**config.mk**
```make
export PLATFORM = sky130hd
export DESIGN_NAME = pc_sequencer
export DESIGN_NICKNAME = d
export VERILOG_FILES = /design/src/rtl/pc_sequencer.sv
export SDC_FILE = /design/constraint.sdc
export NUM_CORES = 1
export LEC_CHECK = 0
export CAP_MARGIN = 20
export CORE_AREA = 2 2 122 124
export CTS_CLUSTER_DIAMETER = 40
export DETAILED_ROUTE_END_ITERATION = 8
export DIE_AREA = 0 0 124 126
export PLACE_DENSITY = 0.81
export SYNTH_ARGS = -nofsm -noshare
export SYNTH_HDL_FRONTEND = slang
export SYNTH_SLANG_ARGS = --single-unit
```
**constraint.sdc**
```tcl
create_clock -name clk -period 3.8 [get_ports clk]
set_input_delay 0.76 -clock clk [delete_from_list [all_inputs] [get_ports clk]]
set_output_delay 0.76 -clock clk [all_outputs]
set_load 0.02 [all_outputs]
```
**src/rtl/pc_sequencer.sv**
```systemverilog
// pc_sequencer: owns the architectural PC and drives instruction fetch.
// There is one outstanding memory request at a time and a one-entry output
// slot toward decode. Branch-unit redirects flush in-flight fetches, and a
// misaligned redirect target halts fetch until the next reset.
module pc_sequencer #(
  parameter logic [31:0] RESET_PC = 32'h0000_0000,
  parameter int          CNT_W    = 16
) (
  input  logic             clk,
  input  logic             rst_n,
  output logic             imem_req_valid,
  output logic [31:0]      imem_req_addr,
  input  logic             imem_req_ready,
  input  logic             imem_rsp_valid,
  input  logic [31:0]      imem_rsp_instr,
  output logic             instr_valid,
  output logic [31:0]      instr,
  output logic [31:0]      instr_pc,
  input  logic             stall,
  input  logic             br_resolve,
  input  logic             take_branch,
  input  logic             jump,
  input  logic [31:0]      pc_target,
  output logic             trap_misaligned,
  output logic [31:0]      trap_pc,
  output logic [CNT_W-1:0] redirect_cnt
);

  localparam logic [1:0] ST_BOOT = 2'd0;
  localparam logic [1:0] ST_REQ  = 2'd1;
  localparam logic [1:0] ST_WAIT = 2'd2;
  localparam logic [1:0] ST_HALT = 2'd3;

  localparam logic [CNT_W-1:0] CNT_ONE = CNT_W'(1);

  logic [1:0]       state_reg, state_next;
  logic [31:0]      pc_reg, pc_next;
  logic             kill_reg, kill_next;
  logic             instr_valid_reg, instr_valid_next;
  logic [31:0]      instr_reg, instr_next;
  logic [31:0]      instr_pc_reg, instr_pc_next;
  logic             trap_reg, trap_next;
  logic [31:0]      trap_pc_reg, trap_pc_next;
  logic [CNT_W-1:0] cnt_reg, cnt_next;

  logic redirect;
  logic misalign;
  logic consume;
  logic slot_free;
  logic accept;

  assign redirect  = br_resolve & (take_branch | jump);
  assign misalign  = redirect & (pc_target[1:0] != 2'b00);
  assign consume   = instr_valid_reg & ~stall;
  assign slot_free = ~instr_valid_reg | consume;

  // A request is only offered when its instruction will have a free slot.
  assign imem_req_valid = (state_reg == ST_REQ) & slot_free;
  assign imem_req_addr  = {pc_reg[31:2], 2'b00};
  assign accept         = imem_req_valid & imem_req_ready;

  assign instr_valid     = instr_valid_reg;
  assign instr           = instr_reg;
  assign instr_pc        = instr_pc_reg;
  assign trap_misaligned = trap_reg;
  assign trap_pc         = trap_pc_reg;
  assign redirect_cnt    = cnt_reg;

  // Next-state: normal fetch flow first, then redirects override it.
  always_comb begin
    state_next       = state_reg;
    pc_next          = pc_reg;
    kill_next        = kill_reg;
    instr_valid_next = instr_valid_reg;
    instr_next       = instr_reg;
    instr_pc_next    = instr_pc_reg;
    trap_next        = trap_reg;
    trap_pc_next     = trap_pc_reg;
    cnt_next         = cnt_reg;

    if (consume) begin
      instr_valid_next = 1'b0;
    end

    case (state_reg)
      ST_BOOT: state_next = ST_REQ;
      ST_REQ: begin
        if (accept) begin
          state_next = ST_WAIT;
        end
      end
      ST_WAIT: begin
        if (imem_rsp_valid) begin
          state_next = ST_REQ;
          if (kill_reg) begin
            // Response belongs to a flushed request: drop it.
            kill_next = 1'b0;
          end else begin
            instr_valid_next = 1'b1;
            instr_next       = imem_rsp_instr;
            instr_pc_next    = pc_reg;
            pc_next          = pc_reg + 32'd4;
          end
        end
      end
      default: ;
    endcase

    // Once halted only reset gets us out, so redirects are ignored there.
    if (state_reg != ST_HALT) begin
      if (misalign) begin
        trap_next        = 1'b1;
        trap_pc_next     = pc_target;
        instr_valid_next = 1'b0;
        instr_next       = instr_reg;
        instr_pc_next    = instr_pc_reg;
        pc_next          = pc_reg;
        kill_next        = 1'b0;
        state_next       = ST_HALT;
      end else if (redirect) begin
        pc_next          = pc_target;
        instr_valid_next = 1'b0;
        instr_next       = instr_reg;
        instr_pc_next    = instr_pc_reg;
        cnt_next         = cnt_reg + CNT_ONE;
        kill_next        = 1'b0;
        state_next       = ST_REQ;
        // A request still in flight (or accepted right now) must be killed.
        if ((state_reg == ST_WAIT && !imem_rsp_valid) ||
            (state_reg == ST_REQ && accept)) begin
          kill_next  = 1'b1;
          state_next = ST_WAIT;
        end
      end
    end
  end

  // State registers with asynchronous active-low reset.
  always_ff @(posedge clk or negedge rst_n) begin
    if (!rst_n) begin
      state_reg       <= ST_BOOT;
      pc_reg          <= RESET_PC;
      kill_reg        <= 1'b0;
      instr_valid_reg <= 1'b0;
      instr_reg       <= 32'd0;
      instr_pc_reg    <= 32'd0;
      trap_reg        <= 1'b0;
      trap_pc_reg     <= 32'd0;
      cnt_reg         <= '0;
    end else begin
      state_reg       <= state_next;
      pc_reg          <= pc_next;
      kill_reg        <= kill_next;
      instr_valid_reg <= instr_valid_next;
      instr_reg       <= instr_next;
      instr_pc_reg    <= instr_pc_next;
      trap_reg        <= trap_next;
      trap_pc_reg     <= trap_pc_next;
      cnt_reg         <= cnt_next;
    end
  end

endmodule

```
==> metrics <==
fin area approximately 0.0094 mm2; final cell count without fillers about 1100; top cells by area, synth dfrtp_1, nand2_1, buf_4, clkbuf_1, nor2_1; H-tree depth 4; share of layout cells above drive strength 1 0.0630; Hold Path Class input pin to asynchronous set/reset pin; setup violators final 0; port bufs around 220; Slew @ Worst Pin 1.09 ns; Max VDD drop ~0.31 mV; CTS clk-pin slew, worst paths about 0.060 ns; Clock Sink Count 149; Final Wtd Congestion about 0.83; Setup crit end kind register; FF-to-FF End pc_reg[13]$_DFFE_PN0N_; overflow left after global routing 0; later-pin clock latency in the skew report between 0.4 and 0.5 ns; Tot GR Track Use 0.253; Hold Slack 0.408 ns; DR WL/cell about 17 um; dpl hpwl about 14000 um; Setup Buffers After CTS 0; CP Launch Point jump; Tmin final 2.89 ns; area grow syn2layout 41.0%; initial cell density of the core 0.465; Nets approximately 1000; CTS tree built; Placement Cell Area around 0.0088 mm2; Mapped Area between 0.006 and 0.007 mm2; Async SR Flop Fraction 1.00; main flop type after synthesis dfrtp_1; Crit Reg-Reg Startpoint state_reg[0]$_DFF_PN0_; core box area between 0.01 and 0.015 mm2; reg2reg path depth 5; CTS Hold Buffers Added 0; final WL 19000 um; outcome finished, final reports clean; f_max around 350 MHz; Yosys cell types 55; Hold Fails Final Rpt 0; maximum clock insertion buffer count 2; Req. time, crit path approximately 4.1 ns; Placed Cells 1089; CTS Buf Count 17; Vias/cell about 5.2; synthesized instance count 740; # DRC 0; Startpoint Class input pin; CP Max Fanout 14; R2R Setup Slk between 1 and 1.5 ns; slew margin rel. 0.270; area leader, netlist dfrtp_1; RSZ-0062 raised after global routing false; Setup TNS Final 0 ns; row count 44; clk_skew slightly above 0.01 ns; Initial DRC Count roughly 580; Leak 4.51 nW; CTS root buffer clkbuf_16; number of global-route vias before repair 5727; Synth Warn # 0; initial antenna violation count 0; Boundary Pins ~220; DR vias between 5000 and 6000; DRT Pass-1 Iters 5; ANT nets after route 0; Die X between 100 and 150 um; top cell type's share of synthesized area 0.560; first-pass GRT wire length between 30000 and 40000 um; largest net degree at the start of global routing 95; ant diodes 0; register area share after synthesis 0.560; die footprint 0.0156 mm2; post-synthesis register bit count 149; max cap viols 0; Arr. time, crit path around 3.2 ns; post-layout util 0.655; synthesized area per cell between 8 and 9 um2; die height 126 um; final worst path period share 0.760; Pwr per Cell Area around 360 mW/mm2; Post-synth EDFFs 0; worst setup path class input pin to register; max-slew violations 0; PostCTS Resize Cnt 0
-- through the flow --
stage,worst slack [ns],power (mW)
after floorplan,1.54,1.68
after global placement,0.627,1.81
after detailed placement,0.586,1.81
after CTS,0.973,3.42
after global routing,0.781,3.49
final,0.911,3.40
-- layout make-up --
cell class,instances,area [um2]
clock buffer,19,443
fill,1140,4930
timing repair buffer,229,2270
multi-input combinational,520,2550
inverter,7,26.3
tap,184,230
clock inverter,13,125
sequential,149,3730
-- how the worst max path moves through the flow --
stage                             endpoint  slack [ns]  depth (start not counted)
finish              pc_reg[11]$_DFFE_PN0N_        0.91                          6
global route         pc_reg[7]$_DFFE_PN0N_        0.78                          6
CTS                         imem_req_valid        0.97                          4
detailed placement  pc_reg[11]$_DFFE_PN0N_        0.59                          6
global placement    pc_reg[26]$_DFFE_PN0N_        0.63                          6
floorplan           pc_reg[26]$_DFFE_PN0N_        1.54                          6
-- per-layer routing --
layer | wire length (um) | track usage
met4 | 504 | 0.0932
met1 | 7900 | 0.340
met3 | 1460 | 0.0616
met5 | 0 | 0
met2 | 9140 | 0.400
-- Yosys cell counts, types with 3 or more instances --
| master | instances |
|---|---|
| and3_1 | 6 |
| clkbuf_1 | 30 |
| a31oi_1 | 4 |
| nor3_1 | 5 |
| nand4_2 | 3 |
| o21ai_0 | 20 |
| and2_1 | 5 |
| dfrtp_1 | 149 |
| nand2b_1 | 3 |
| nand2_1 | 322 |
| nor2_1 | 28 |
| nand3_1 | 20 |
| o211ai_1 | 10 |
| buf_4 | 32 |
| nand4_1 | 9 |
| a21oi_1 | 13 |
| a22oi_1 | 5 |
| a211oi_1 | 3 |
| xnor2_1 | 7 |
| xor2_1 | 11 |
| o311ai_0 | 3 |
| inv_1 | 7 |
| and4_1 | 3 |
| a311oi_1 | 3 |
-- worst max-delay path: stages --
cell and delay, ns:
clkdlybuf4s50_1 0.48, o21ai_0 0.26, nor2_1 0.92, buf_4 0.33
o21ai_0 0.11, a221o_1 0.32
-- cell families after synthesis --
family          share of synthesized area
flops                               0.560
buf+inv                            0.0600
other cells                      0.000564
mux                               0.00150
compound gates                     0.0767
fa+ha+maj                         0.00376
simple gates                        0.273
xor+xnor                           0.0237
-- power breakdown --
part	internal, mW	switching (mW)	leakage (nW)
registers	1.60	0.0164	2.05
clock network	0.925	0.693	0.251
logic	0.0889	0.0786	2.21
-- cells in the final DEF (no fill, tap or decap), drive strengths merged, types with 2 or more instances in the layout --
master and count:
nand4 12, nor2 28, a21oi 13, nand2b 3, nor3 6, a211oi 3, o211a 2, xnor2 7
nand2 322, o311ai 3, buf 14, o211ai 10, a311oi 3, and4 3, conb 2, dfrtp 149
o21a 2, a31oi 4, o21ai 20, and2 5, ha 2, clkinvlp 8, o22ai 2, and3 6
inv 11, nor3b 2, a22oi 5, clkbuf 19, nand3 22, or4 2, nor4 4, xor2 11
clkdlybuf4s50 215
(Power assumes the default switching activity.)
